--- src/rtl/regfile_pkg.sv ---
// Shared types and default widths for the regfile writeback arbiter.
// Requester ids double as the age flag encoding (which slot holds the older write).
package regfile_pkg;

  localparam int DATA_W = 32;
  localparam int ADDR_W = 5;

  typedef enum logic {
    REQ_A = 1'b0,
    REQ_M = 1'b1
  } req_id_t;

  typedef struct packed {
    logic [ADDR_W-1:0] addr;
    logic [DATA_W-1:0] data;
  } wb_req_t;

endpackage

--- src/rtl/wb_hold_slot.sv ---
// One-entry writeback hold slot: captures {addr,data} on load, empties on grant.
// Writes to register 0 are swallowed here so they never reach arbitration.
module wb_hold_slot #(
  parameter int DATA_W = regfile_pkg::DATA_W,
  parameter int ADDR_W = regfile_pkg::ADDR_W
) (
  input  logic              clk,
  input  logic              reset,
  input  logic              load,
  input  logic [ADDR_W-1:0] load_addr,
  input  logic [DATA_W-1:0] load_data,
  input  logic              grant,
  output logic              valid,
  output logic [ADDR_W-1:0] addr,
  output logic [DATA_W-1:0] data,
  output logic              loaded
);

  logic              valid_reg;
  logic [ADDR_W-1:0] addr_reg;
  logic [DATA_W-1:0] data_reg;

  // An accepted r0 request is a handshake only; the slot is left untouched.
  assign loaded = load & (load_addr != '0);

  always_ff @(posedge clk) begin
    if (reset) begin
      valid_reg <= 1'b0;
      addr_reg  <= '0;
      data_reg  <= '0;
    end else if (loaded) begin
      valid_reg <= 1'b1;
      addr_reg  <= load_addr;
      data_reg  <= load_data;
    end else if (grant) begin
      valid_reg <= 1'b0;
    end
  end

  assign valid = valid_reg;
  assign addr  = addr_reg;
  assign data  = data_reg;

endmodule

--- src/rtl/regfile_wb_arbiter.sv ---
// Shares the regfile write port between ALU (A) and load (M) writebacks:
// two hold slots, fixed priority to M with an A anti-starvation override, registered write port.
module regfile_wb_arbiter #(
  parameter int DATA_W     = regfile_pkg::DATA_W,
  parameter int ADDR_W     = regfile_pkg::ADDR_W,
  parameter int STARVE_MAX = 3,
  parameter int CNT_W      = 16
) (
  input  logic              clk,
  input  logic              reset,
  input  logic              a_valid,
  output logic              a_ready,
  input  logic [ADDR_W-1:0] a_addr,
  input  logic [DATA_W-1:0] a_data,
  input  logic              m_valid,
  output logic              m_ready,
  input  logic [ADDR_W-1:0] m_addr,
  input  logic [DATA_W-1:0] m_data,
  output logic              wr_en,
  output logic [ADDR_W-1:0] wr_addr,
  output logic [DATA_W-1:0] wr_data,
  input  logic [ADDR_W-1:0] q_addr_s,
  input  logic [ADDR_W-1:0] q_addr_t,
  output logic              q_pend_s,
  output logic              q_pend_t,
  output logic [CNT_W-1:0]  wr_count
);

  import regfile_pkg::req_id_t;
  import regfile_pkg::REQ_A;
  import regfile_pkg::REQ_M;

  localparam int SW = (STARVE_MAX < 1) ? 1 : $clog2(STARVE_MAX + 1);
  localparam logic [SW-1:0] STARVE_LIM = SW'(STARVE_MAX);

  logic              a_slot_valid, m_slot_valid;
  logic [ADDR_W-1:0] a_slot_addr, m_slot_addr;
  logic [DATA_W-1:0] a_slot_data, m_slot_data;
  logic              a_loaded, m_loaded;
  logic              grant_a, grant_m;

  req_id_t           age_reg, age_next;
  logic [SW-1:0]     starve_reg;
  logic              wr_en_reg;
  logic [ADDR_W-1:0] wr_addr_reg;
  logic [DATA_W-1:0] wr_data_reg;
  logic [CNT_W-1:0]  wr_count_reg;

  assign a_ready = ~a_slot_valid | grant_a;
  assign m_ready = ~m_slot_valid | grant_m;

  wb_hold_slot #(
    .DATA_W(DATA_W),
    .ADDR_W(ADDR_W)
  ) u_slot_a (
    .clk      (clk),
    .reset    (reset),
    .load     (a_valid & a_ready),
    .load_addr(a_addr),
    .load_data(a_data),
    .grant    (grant_a),
    .valid    (a_slot_valid),
    .addr     (a_slot_addr),
    .data     (a_slot_data),
    .loaded   (a_loaded)
  );

  wb_hold_slot #(
    .DATA_W(DATA_W),
    .ADDR_W(ADDR_W)
  ) u_slot_m (
    .clk      (clk),
    .reset    (reset),
    .load     (m_valid & m_ready),
    .load_addr(m_addr),
    .load_data(m_data),
    .grant    (grant_m),
    .valid    (m_slot_valid),
    .addr     (m_slot_addr),
    .data     (m_slot_data),
    .loaded   (m_loaded)
  );

  // Same-register writes must leave in program order; otherwise M wins unless A has starved.
  always_comb begin
    grant_a = 1'b0;
    grant_m = 1'b0;
    if (a_slot_valid && m_slot_valid) begin
      if (a_slot_addr == m_slot_addr) begin
        grant_a = (age_reg == REQ_A);
        grant_m = (age_reg == REQ_M);
      end else if (starve_reg == STARVE_LIM) begin
        grant_a = 1'b1;
      end else begin
        grant_m = 1'b1;
      end
    end else begin
      grant_a = a_slot_valid;
      grant_m = m_slot_valid;
    end
  end

  // The slot not loaded this edge is the older one; a simultaneous load makes M older.
  always_comb begin
    age_next = age_reg;
    if (a_loaded) begin
      age_next = REQ_M;
    end else if (m_loaded) begin
      age_next = REQ_A;
    end
  end

  always_ff @(posedge clk) begin
    if (reset) begin
      age_reg <= REQ_A;
    end else begin
      age_reg <= age_next;
    end
  end

  always_ff @(posedge clk) begin
    if (reset) begin
      starve_reg <= '0;
    end else if (a_slot_valid && !grant_a) begin
      if (starve_reg != STARVE_LIM) begin
        starve_reg <= starve_reg + 1'b1;
      end
    end else begin
      starve_reg <= '0;
    end
  end

  always_ff @(posedge clk) begin
    if (reset) begin
      wr_en_reg   <= 1'b0;
      wr_addr_reg <= '0;
      wr_data_reg <= '0;
    end else begin
      wr_en_reg <= grant_a | grant_m;
      if (grant_a) begin
        wr_addr_reg <= a_slot_addr;
        wr_data_reg <= a_slot_data;
      end else if (grant_m) begin
        wr_addr_reg <= m_slot_addr;
        wr_data_reg <= m_slot_data;
      end
    end
  end

  always_ff @(posedge clk) begin
    if (reset) begin
      wr_count_reg <= '0;
    end else if ((grant_a || grant_m) && (wr_count_reg != {CNT_W{1'b1}})) begin
      wr_count_reg <= wr_count_reg + 1'b1;
    end
  end

  assign wr_en    = wr_en_reg;
  assign wr_addr  = wr_addr_reg;
  assign wr_data  = wr_data_reg;
  assign wr_count = wr_count_reg;

  // Both decode queries share one compare structure.
  logic [ADDR_W-1:0] q_addr [2];
  logic [1:0]        q_pend;

  assign q_addr[0] = q_addr_s;
  assign q_addr[1] = q_addr_t;

  generate
    for (genvar gi = 0; gi < 2; gi++) begin : g_pend
      assign q_pend[gi] = (q_addr[gi] != '0) &
                          ((a_slot_valid & (a_slot_addr == q_addr[gi])) |
                           (m_slot_valid & (m_slot_addr == q_addr[gi])) |
                           (wr_en_reg    & (wr_addr_reg == q_addr[gi])));
    end
  endgenerate

  assign q_pend_s = q_pend[0];
  assign q_pend_t = q_pend[1];

endmodule

--- config.mk ---
export PLATFORM = sky130hd
export DESIGN_NAME = regfile_wb_arbiter
export DESIGN_NICKNAME = d
export VERILOG_FILES = /design/src/rtl/regfile_pkg.sv /design/src/rtl/wb_hold_slot.sv /design/src/rtl/regfile_wb_arbiter.sv
export SDC_FILE = /design/constraint.sdc
export NUM_CORES = 1
export LEC_CHECK = 0
export BUFFER_PORTS_ARGS = -buffer_cell sky130_fd_sc_hd__buf_2
export CAP_MARGIN = 0
export CELL_PAD_IN_SITES_DETAIL_PLACEMENT = 1
export CELL_PAD_IN_SITES_GLOBAL_PLACEMENT = 1
export CORE_ASPECT_RATIO = 0.75
export CORE_MARGIN = 2
export CORE_UTILIZATION = 35
export CTS_BUF_LIST = sky130_fd_sc_hd__clkbuf_16
export DETAILED_ROUTE_END_ITERATION = 10
export PLACE_DENSITY_LB_ADDON = 0.1
export SYNTH_ARGS = -nofsm -noshare
export SYNTH_HDL_FRONTEND = slang
export SYNTH_SLANG_ARGS = --single-unit
--- constraint.sdc ---
create_clock -name clk -period 2 [get_ports clk]
set_clock_uncertainty 0.05 [all_clocks]
set_input_delay 0.3 -clock clk [delete_from_list [all_inputs] [get_ports clk]]
set_output_delay 0.3 -clock clk [all_outputs]
set_load 0.03 [all_outputs]
# Yosys cells after proc, flatten, opt, wreduce, memory -nomap -nowiden

Index checks and enable logic that the tools add are counted.

Flip-flop bits (word level): 133
Bits in latches: 0
Bits in writable memories: 0
ROM bits: 0
Bits of input ports: 88
Output and inout bits: 58
Memories kept: 0

$add $sub $neg: 2
$mul: 0
Div/mod/pow operators: 0
$lt $le $gt $ge: 0
Eq/ne operators: 10
Shift-type cells: 0
Muxes and demuxes: 16
Bitwise operators: 23
Reductions and logical operators: 14

Operator list:

| kind                                                             | number |
|---|---|
| 32-bit 2-to-1 mux                                                | 2 |
| 5-bit equality test                                              | 7 |
| 5-bit nonzero test                                               | 4 |
| 16-bit by 1-bit adder with 16-bit output (second input constant) | 1 |
| 16-bit != test (second input constant)                           | 1 |
| 1-bit bitwise AND                                                | 12 |
| 1-bit 2-to-1 mux                                                 | 12 |
| 5-bit 2-to-1 mux                                                 | 2 |
| 2-bit nonzero test                                               | 4 |
| 1-bit bitwise OR                                                 | 7 |
| 1-bit inverter                                                   | 4 |
| 1-bit logical AND                                                | 3 |
| 2-bit by 1-bit adder with 2-bit output (second input constant)   | 1 |
| 2-bit equality test (second input constant)                      | 1 |
| 2-bit != test (second input constant)                            | 1 |
| 2-bit OR reduction                                               | 1 |
| 1-bit logical NOT                                                | 1 |
| 1-bit logical OR                                                 | 1 |

# Logic depth before layout (Yosys ltp)

Depth after elaboration: 9
Mapped depth: 9

# Cells and area by module

Synthesis repeated with hierarchy kept, for this count alone.

Cells, all modules: 1004
Area, all modules: 8057.7 um^2

By module, submodules not included:

| module             | times used | cells an instance | area an instance (um^2) |
|---|---|---|---|
| wb_hold_slot       | 2          | 258               | 2104.5 |
| regfile_wb_arbiter | 1          | 488               | 3848.7 |

# Least setup slack after synthesis

Ideal clock, no wire load.

Path type: register -> output
Start point: register u_slot_a.valid_reg (netlist: u_slot_a.valid)
End point: output q_pend_s
Data arrival time: 1.827 ns
Required time: 1.650 ns
Path slack: -0.177 ns
Stages on the path, launching flop included: 7
Cell sequence: dfxtp_1 clkbuf_1 buf_2 buf_1 and3_1 a31oi_1 a21oi_1

Cells in the longest elaborated chain, start to end: 4

RTL lines:

| what                   | line                      | text |
|---|---|---|
| start, declared        | wb_hold_slot.sv:19        | `logic valid_reg;` |
| start signal, assigned | wb_hold_slot.sv:28        | `valid_reg <= 1'b0;` |
| start signal, assigned | wb_hold_slot.sv:32        | `valid_reg <= 1'b1;` |
| start signal, assigned | wb_hold_slot.sv:36        | `valid_reg <= 1'b0;` |
| 1-bit bitwise AND      | regfile_wb_arbiter.sv:173 | `((a_slot_valid & (a_slot_addr == q_addr[gi])) \|` |
| 1-bit bitwise OR       | regfile_wb_arbiter.sv:173 |  |
| 1-bit bitwise OR       | regfile_wb_arbiter.sv:174 | `(m_slot_valid & (m_slot_addr == q_addr[gi])) \|` |
| 1-bit bitwise AND      | regfile_wb_arbiter.sv:172 | `assign q_pend[gi] = (q_addr[gi] != '0) &` |
| end, declared          | regfile_wb_arbiter.sv:24  | `output logic q_pend_s,` |

Every way passes these cells.

# Final worst setup path

Start point: register u_slot_m.addr_reg[2] (netlist: u_slot_m.addr[2])
End point: output a_ready

Cells in the longest elaborated chain, start to end: 4

RTL lines:

| what                   | line                     | text |
|---|---|---|
| start, declared        | wb_hold_slot.sv:20       | `logic [ADDR_W-1:0] addr_reg;` |
| start signal, assigned | wb_hold_slot.sv:33       | `addr_reg <= load_addr;` |
| 5-bit equality test    | regfile_wb_arbiter.sv:89 | `if (a_slot_addr == m_slot_addr) begin` |
| 1-bit 2-to-1 mux       | regfile_wb_arbiter.sv:89 |  |
| 1-bit 2-to-1 mux       | regfile_wb_arbiter.sv:88 | `if (a_slot_valid && m_slot_valid) begin` |
| 1-bit bitwise OR       | regfile_wb_arbiter.sv:49 | `assign a_ready = ~a_slot_valid \| grant_a;` |
| end, declared          | regfile_wb_arbiter.sv:12 | `output logic a_ready,` |

Every way passes these cells.

==> impl_metrics.env <==
export IMPL_outcome="finished with violations"
export IMPL_violations="setup timing"
export IMPL_dpl_hpwl_um=16700
export IMPL_die_w_um=165
export IMPL_netlist_area_um2=6760
export IMPL_critPathRequiredTime_ps=1650
export IMPL_wire_per_inst_um=21.2
export IMPL_row_count=43
export IMPL_port_buffers=145
export IMPL_slew_viol_final=0
export IMPL_grt_usage=0.240
export IMPL_p_leak_nw=3.61
export IMPL_vias=7066
export IMPL_worstMarginPinSlew_ps=824
export IMPL_grt_max_degree=74
export IMPL_p_seq_frac=0.402
export IMPL_grt_antenna_before_repair=1
export IMPL_fp_coreArea_um2=18700
export IMPL_yosysSeqAreaShare=0.394
export IMPL_yosys_warnings=0
export IMPL_internal_power_mw=5.12
export IMPL_final_util=0.496
export IMPL_avgSynthCellArea_um2=8.32
export IMPL_dr_pass1_iters=4
export IMPL_hold_viol_final=0
export IMPL_startpoint_type="flop"
export IMPL_maxCapViolCount=0
export IMPL_drt_total_wl_um=26500
export IMPL_synth_edff_count=0
export IMPL_ys_ff_latch=133
export IMPL_synthToLayoutAreaGrowth_pct=37.2
export IMPL_path_class="reg2out"
export IMPL_grt_pass1_vias=7115
export IMPL_gp_congestion=0.796
export IMPL_power_density_nw_per_um2=773
export IMPL_worstPathMaxFanout=5
export IMPL_stdcell_count=1247
export IMPL_clk_pin_slew_ps=60
export IMPL_h_tree_depth=4
export IMPL_drcViolationCount=0
export IMPL_ant_nets=0
export IMPL_vias_per_cell=5.67
export IMPL_worst_ep_arrival_time_ps=2030
export IMPL_vdd_drop_max_mv=0.476
export IMPL_cts_hold_buffers_added=0
export IMPL_die_h_um=124
export IMPL_period_share=1.19
export IMPL_yosys_area_top_type_share=0.394
export IMPL_dp_slack_ps=-340
export IMPL_synth_top_cell_by_area="dfxtp_1"
export IMPL_relSlewSlack=0.451
export IMPL_initial_core_util=0.361
export IMPL_cts_buffers=17
export IMPL_dp_cells=1187
export IMPL_syn_num_nets=903
export IMPL_synth_cell_types=54
export IMPL_root_buffer="clkbuf_16"
export IMPL_overflow=0
export IMPL_setup_tns_final_ps=-9480
export IMPL_clkLatencyLatePin_ps=420
export IMPL_period_needed_ps=2380
export IMPL_hold_depth=3
export IMPL_grt_pass1_wl_um=38800
export IMPL_cts_max_path_buffers=2
export IMPL_end_kind="primary output"
export IMPL_synthTopCellsByArea="dfxtp_1, a21oi_1, nand3_1"
export IMPL_r2r_cells=9
export IMPL_swShare=0.286
export IMPL_fmax_ghz=0.421
export IMPL_drt_iter0_markers=477
export IMPL_setup_viol=78
export IMPL_synth_main_ff_cell="dfxtp_1"
export IMPL_nets=1076
export IMPL_drive_gt1_frac=0.346
export IMPL_clock_sinks=133
export IMPL_die_area_um2=20500
export IMPL_synth_cells=813
export IMPL_comb_power_share=0.169
export IMPL_clock_power_share=0.429
export IMPL_holdCritPathClass="in2reg"
export IMPL_io_pins=146
export IMPL_p_sw_mw=2.05
export IMPL_async_flop_share=0
export IMPL_cts_tree="done"
export IMPL_layout_setup_ws_ps=-376
export IMPL_rsz0062_at_grt="true"
-- kinds of logic (layout without fill, tap and decap cells) --
kind of cell               after synthesis  after routing  share of synthesized area
AOI/OAI and AO/OA                      277            279                      0.223
xor gates and xnor gates                45             45                     0.0583
adders and majority gates                2              2                    0.00370
buffers and inverters                   85            269                     0.0585
DFF                                    133            133                      0.394
muxes                                   23             23                     0.0368
other                                    0              1                          0
and+or+nand+nor                        248            248                      0.226
-- synthesized netlist by cell type (2+ instances only) --
master    number
dfxtp_1      133
a21oi_1      103
nand3_1       80
o21ai_0       72
o21ai_1       42
clkbuf_1      41
a31oi_1       39
nand4b_1      38
or2_2         38
xor2_1        32
buf_2         21
nor2_1        21
nor3b_1       20
mux2i_1       19
xnor2_1       13
nand2_1       10
buf_1          7
clkbuf_2       7
nor4_1         7
and3_1         6
buf_6          5
nand2b_1       5
or4_1          5
nor3_1         4
o32ai_1        4
a211oi_1       3
and4_1         3
inv_1          3
a21o_1         2
ha_1           2
mux2_2         2
nand4_1        2
o211ai_1       2
or3_1          2
-- critical path, cell delays in order, from the launching register on --
cell     delay, ps
dfxtp_2        330
xor2_1         170
or2_4          280
or3_4          380
and3b_2        250
inv_4           70
buf_6          120
-- power groups by stage --
stage / Combinational [mW] / Sequential [mW] / Clock, mW
2_1_floorplan: 0.542 / 2.98 / 0
3_3_place_gp: 0.985 / 2.93 / 0
3_5_place_dp: 1.03 / 2.94 / 0
4_1_cts: 1.11 / 2.88 / 3.12
5_1_grt: 1.30 / 2.90 / 3.24
6_report: 1.21 / 2.89 / 3.08
-- layout make-up --
type	instances	area, µm²
fill	2212	9450
multi-input combinational	597	3910
sequential	133	2670
timing repair buffer	234	1800
clock buffer	17	425
tap	247	309
clock inverter	15	141
inverter	3	13.8
antenna	1	2.50
-- cells in the final DEF, fill, tap and decap left out, types with 7 or more instances in the layout --
| cell type | Yosys | layout |
|---|---|---|
| buf_2 | 21 | 141 |
| dfxtp_1 | 133 | 125 |
| a21oi_1 | 103 | 97 |
| nand3_1 | 80 | 78 |
| o21ai_0 | 72 | 65 |
| buf_4 | 1 | 54 |
| o21ai_1 | 42 | 49 |
| a31oi_1 | 39 | 39 |
| nand4b_1 | 38 | 38 |
| or2_2 | 38 | 38 |
| xor2_1 | 32 | 30 |
| clkbuf_16 | 0 | 21 |
| nor3b_1 | 20 | 20 |
| nor2_1 | 21 | 19 |
| mux2i_1 | 19 | 19 |
| buf_12 | 0 | 18 |
| buf_6 | 5 | 14 |
| xnor2_1 | 13 | 11 |
| nand2_1 | 10 | 10 |
| dfxtp_2 | 0 | 8 |
| nor4_1 | 7 | 7 |
-- metal layers --
layer | share of wire | GRT usage
met5 | 0 | 0
met4 | 0.014 | 0.0634
met3 | 0.042 | 0.0460
met2 | 0.47 | 0.399
met1 | 0.47 | 0.317
-- repair_timing --
item,4_1_cts,5_1_grt
setup buffers,10,10
cloned,3,6
setup endpoints to repair,115,117
pin swaps,34,53
resized for setup,28,34
-- final timing paths --
check / from / endpoint / slack [ps]
max: u_slot_m.addr[2]$_SDFFE_PP0P_ / a_ready / -380
min: a_data[24] / u_slot_a.data[24]$_SDFFE_PP0P_ / 80
max reg2reg: u_slot_m.addr[2]$_SDFFE_PP0P_ / wr_data[6]$_SDFFE_PP0P_ / -240
min reg2reg: u_slot_m.data[16]$_SDFFE_PP0P_ / u_slot_m.data[16]$_SDFFE_PP0P_ / 430
-- stage by stage --
| step | cell area, µm² | hold WS (ps) | power (mW) |
|---|---|---|---|
| after floorplan | 6770 | 398 | 3.53 |
| after global placement | 8110 | 414 | 3.91 |
| after detailed placement | 8110 | 423 | 3.96 |
| after CTS | 8930 | 65.8 | 7.11 |
| after global routing | 9280 | 72.8 | 7.44 |
| final | 9280 | 77.3 | 7.17 |
No activity file was read; power rests on OpenSTA's default activity.
